File: src/rtl/aes_pkg.sv
// Shared AES definitions: block and column widths, GF(2^8) reduction constant,
// engine FSM states and the xtime helper.
package aes_pkg;

    localparam int         NB      = 4;
    localparam int         BLOCK_W = 128;
    localparam int         COL_W   = 32;
    localparam logic [7:0] GF_RED  = 8'h1b;

    typedef enum logic [1:0] {
        IDLE = 2'd0,
        BUSY = 2'd1,
        DONE = 2'd2
    } state_t;

    // Multiply by 2 in GF(2^8) modulo x^8 + x^4 + x^3 + x + 1.
    function automatic logic [7:0] xtime(input logic [7:0] x);
        return {x[6:0], 1'b0} ^ (x[7] ? GF_RED : 8'h00);
    endfunction

endpackage

File: src/rtl/aes_mix_column.sv
// Combinational MixColumns of one 32-bit column, row 0 in the leftmost byte.
module aes_mix_column
    import aes_pkg::*;
(
    input  logic [0:COL_W-1] column,
    output logic [0:COL_W-1] mixed
);

    logic [7:0] a [NB];
    logic [7:0] d [NB];

    for (genvar r = 0; r < NB; r++) begin : g_byte
        assign a[r] = column[8*r +: 8];
        assign d[r] = xtime(a[r]);
    end

    // 3*x is folded in as 2*x ^ x.
    assign mixed = {
        d[0] ^ d[1] ^ a[1] ^ a[2] ^ a[3],
        a[0] ^ d[1] ^ d[2] ^ a[2] ^ a[3],
        a[0] ^ a[1] ^ d[2] ^ d[3] ^ a[3],
        d[0] ^ a[0] ^ a[1] ^ a[2] ^ d[3]
    };

endmodule

File: src/rtl/aes_mix_columns_iter.sv
// Iterative forward MixColumns: accepts a 128-bit state, transforms one column
// per clock, then holds the result until downstream accepts it.
module aes_mix_columns_iter
    import aes_pkg::*;
(
    input  logic               clk,
    input  logic               rst_n,
    input  logic               in_valid_i,
    output logic               in_ready_o,
    input  logic [0:BLOCK_W-1] state_i,
    output logic               out_valid_o,
    input  logic               out_ready_i,
    output logic [0:BLOCK_W-1] state_o
);

    state_t             state;
    logic [1:0]         col_cnt;
    logic [0:BLOCK_W-1] in_reg;
    logic [0:BLOCK_W-1] res_reg;
    logic [0:COL_W-1]   col_cur;
    logic [0:COL_W-1]   col_mixed;
    logic [NB*4-1:0]    lane_we;
    logic               out_valid;

    assign col_cur = in_reg[{col_cnt, 5'd0} +: COL_W];

    aes_mix_column u_mix (
        .column (col_cur),
        .mixed  (col_mixed)
    );

    // Byte lane k of the result register is byte k of the state.
    always_comb begin
        lane_we = '0;
        if (state == BUSY) begin
            lane_we[{col_cnt, 2'b00} +: 4] = 4'hf;
        end
    end

    always_ff @(posedge clk or negedge rst_n) begin
        if (!rst_n) begin
            state     <= IDLE;
            col_cnt   <= 2'd0;
            in_reg    <= '0;
            out_valid <= 1'b0;
        end else begin
            case (state)
                IDLE: begin
                    if (in_valid_i) begin
                        in_reg  <= state_i;
                        col_cnt <= 2'd0;
                        state   <= BUSY;
                    end
                end
                BUSY: begin
                    col_cnt <= col_cnt + 2'd1;
                    if (col_cnt == 2'd3) begin
                        state     <= DONE;
                        out_valid <= 1'b1;
                    end
                end
                DONE: begin
                    if (out_ready_i) begin
                        state     <= IDLE;
                        out_valid <= 1'b0;
                    end
                end
                default: begin
                    state     <= IDLE;
                    out_valid <= 1'b0;
                end
            endcase
        end
    end

    always_ff @(posedge clk or negedge rst_n) begin
        if (!rst_n) begin
            res_reg <= '0;
        end else begin
            for (int k = 0; k < NB*4; k++) begin
                if (lane_we[k]) begin
                    res_reg[8*k +: 8] <= col_mixed[8*(k % 4) +: 8];
                end
            end
        end
    end

    assign in_ready_o  = (state == IDLE);
    assign out_valid_o = out_valid;
    assign state_o     = res_reg;

endmodule

File: config.mk
export PLATFORM = sky130hd
export DESIGN_NAME = aes_mix_columns_iter
export DESIGN_NICKNAME = d
export VERILOG_FILES = /design/src/rtl/aes_pkg.sv /design/src/rtl/aes_mix_column.sv /design/src/rtl/aes_mix_columns_iter.sv
export SDC_FILE = /design/constraint.sdc
export NUM_CORES = 1
export LEC_CHECK = 0
export CAP_MARGIN = 20
export CORE_ASPECT_RATIO = 1.4
export CORE_UTILIZATION = 51
export DETAILED_ROUTE_END_ITERATION = 8
export PLACE_DENSITY = 0.81
export RECOVER_POWER = 25
export SLEW_MARGIN = 20
export SYNTH_ARGS = -nofsm -noshare
export SYNTH_HDL_FRONTEND = slang
export SYNTH_SLANG_ARGS = --single-unit
File: constraint.sdc
create_clock -name clk -period 2.95 [get_ports clk]
set_input_delay 0.59 -clock clk [delete_from_list [all_inputs] [get_ports clk]]
set_output_delay 0.59 -clock clk [all_outputs]
set_load 0.03 [all_outputs]
==> out/qor.txt <==
status = complete, but fails checks
failing checks = max-capacitance violations, max-slew violations
largest net degree at the start of global routing = 79
Final Cycle Share = 0.849
vias in the first global route = 8,027
RePlAce Congestion = 0.853
met1 Use GR = 0.304
Slowest-stage cell, CP = mux4_2
DRT iter0 DRCs = 408
critical path's largest stage delay = 630 ps
CTS buffer count = 24
Yosys top cell area share = 0.563
post_cts resized = 0
die span in x = 129 um
Gate Count Post-Synth = 826
fraction of layout cells with a size suffix above 1 = 0.216
total track usage = 0.254
Hold Path Class = reg -> reg
vias = 7,497
synthesized flop and latch total = 261
CTS tree = yes
Total Routed Length = 28.7 mm
Detail Route Antenna Nets = 0
Vias/cell = 5.33
clk_lat worst skew = 520 ps
fin crit period = 2500 ps
FF/Latch Area = 6530 um2
Rows = 64
max cap viols = 1
maximum root-to-sink buffer count = 3
initial antenna violation count = 3
Area contributors post-synth = dfrtp_1, mux2_2, mux4_2, xnor3_1, nand2_1
M2 GR Usage = 0.438
distinct cell type count after synthesis = 28
Slew @ Worst Pin = 1930 ps
hpwl dp = 21.3 mm
Post-Syn Nets = 963
GR peak layer = met2
Worst Skew = 11.8 ps
Seq/Total Area, Yosys = 0.563
Worst Path Max Fanout = 16
maximum operating frequency = 0.399 GHz
number of H-tree levels = 1
Worst setup SP type = flip-flop
Post-Syn Area = 11,600 um2
Arrival @ worst endpoint = 2940 ps
CTS Hold Bufs = 0
syn_area_per_cell = 14.0 um2
Root Buffer Master = clkbuf_16
Residual DRC = 0
area grow syn2layout = 33.5%
initial core utilization = 0.525
area of the core = 22,100 um2
register clock-pin slew on the reported worst setup and hold paths = 60 ps
worst endpoint required time = 3390 ps
fillcell total = 1,562
Port-buffer cells = 261
Syn. warnings = 0
most frequent cells in the layout = dfrtp_1, clkdlybuf4s50_1, nand2_1, mux2_2, o21ai_1
Nets = 1,225
GRT overflow = 0
Die Height = 180 um
nature of the critical path endpoint = flip-flop
setup TNS = 0 ps
Slew HR = -0.283
max-slew violation count = 78
Final setup viols = 0
I/O pin total = 262
largest area contributor in the netlist = dfrtp_1
CP Cell Sequence = buf_4, mux4_2, xnor2_1, xnor3_1, o21ai_1
Final Hold Vio Count = 0
die area = 23,400 um2
area of the multi-input gates = 4850 um2
first-pass GRT wire length = 44.5 mm
setup repair bufs after CTS = 0
critical path class = reg -> reg
RSZ-0062 raised after global routing = no
met3 Use GR = 0.0543
detailed-router iteration count before antenna repair = 4
WL per Instance = 20.4 um
Clock Sinks = 261
## cell families after synthesis
family	after synthesis	synth area share
AO/OA/AOI/OAI	133	0.0579
XOR/XNOR	72	0.120
adder cells (fa/ha/maj)	5	0.00539
buffers and inverters	51	0.0196
flip-flops	261	0.563
multiplexers	161	0.187
AND/OR/NAND/NOR	143	0.0469
## worst max-delay path: cells and delay by family (launching register included)
kind,cells,cell delay [ps]
muxes,1,630
AOI/OAI and AO/OA,1,160
xor gates and xnor gates,2,950
buffers and inverters,1,300
DFF,1,380
## per-layer routing
layer | routed length, um | up-vias | share of wire
li1 | - | 3431 | -
met1 | 10600 | 3740 | 0.37
met2 | 15200 | 260 | 0.53
met3 | 1860 | 66 | 0.065
met4 | 1100 | 0 | 0.038
met5 | 0 | - | 0
## worst paths after layout
path	cells past startpoint	to	slack, ps	start
worst max-delay path	5	state_o[110]	450	col_cnt[0]
worst min-delay path	2	state_o[16]	480	state_o[16]
worst max register to register	5	state_o[110]	450	col_cnt[0]
worst min register to register	2	state_o[16]	480	state_o[16]
max in group asynchronous	2	state_o[42]	650	rst_n
min in group asynchronous	1	in_reg[65]	600	rst_n
## through the flow
step / util / std cells / setup WS (ps) / hold WS [ps] / instance area, um2
finish: 0.701 / 1407 / 445 / 481 / 15500
global route: 0.701 / 1406 / 207 / 502 / 15500
CTS: 0.702 / 1403 / 438 / 59.4 / 15500
detailed placement: 0.662 / 1359 / 444 / 471 / 14600
global placement: 0.662 / 1359 / 466 / 460 / 14600
floorplan: - / 826 / 658 / 294 / 11600
## area by class of cell
type                       count  share of cell area
clock inverter                 7             0.00873
tap                          297              0.0240
antenna                        4            0.000646
multi-input combinational    514               0.313
timing repair buffer         284               0.183
clock buffer                  37              0.0478
sequential                   261               0.422
inverter                       3            0.000727
## Yosys cell counts
cell type,count
xnor2_4,3
mux4_2,32
ha_1,5
and2_1,1
buf_2,5
buf_6,2
xnor2_2,8
nand2_1,137
xor2_1,7
mux2_2,128
mux2i_1,1
xnor2_1,9
buf_4,1
o21bai_1,1
nor2_1,3
o21ai_0,62
inv_1,3
xor3_1,12
xor2_4,1
clkbuf_1,39
a22o_1,1
a21oi_1,1
nor2b_1,1
xnor3_1,32
dfrtp_1,261
nand2b_1,1
buf_8,1
o21ai_1,68
Power is not shown: default switching activity piles up to over one toggle a cycle in this logic, so the estimate is an artifact.
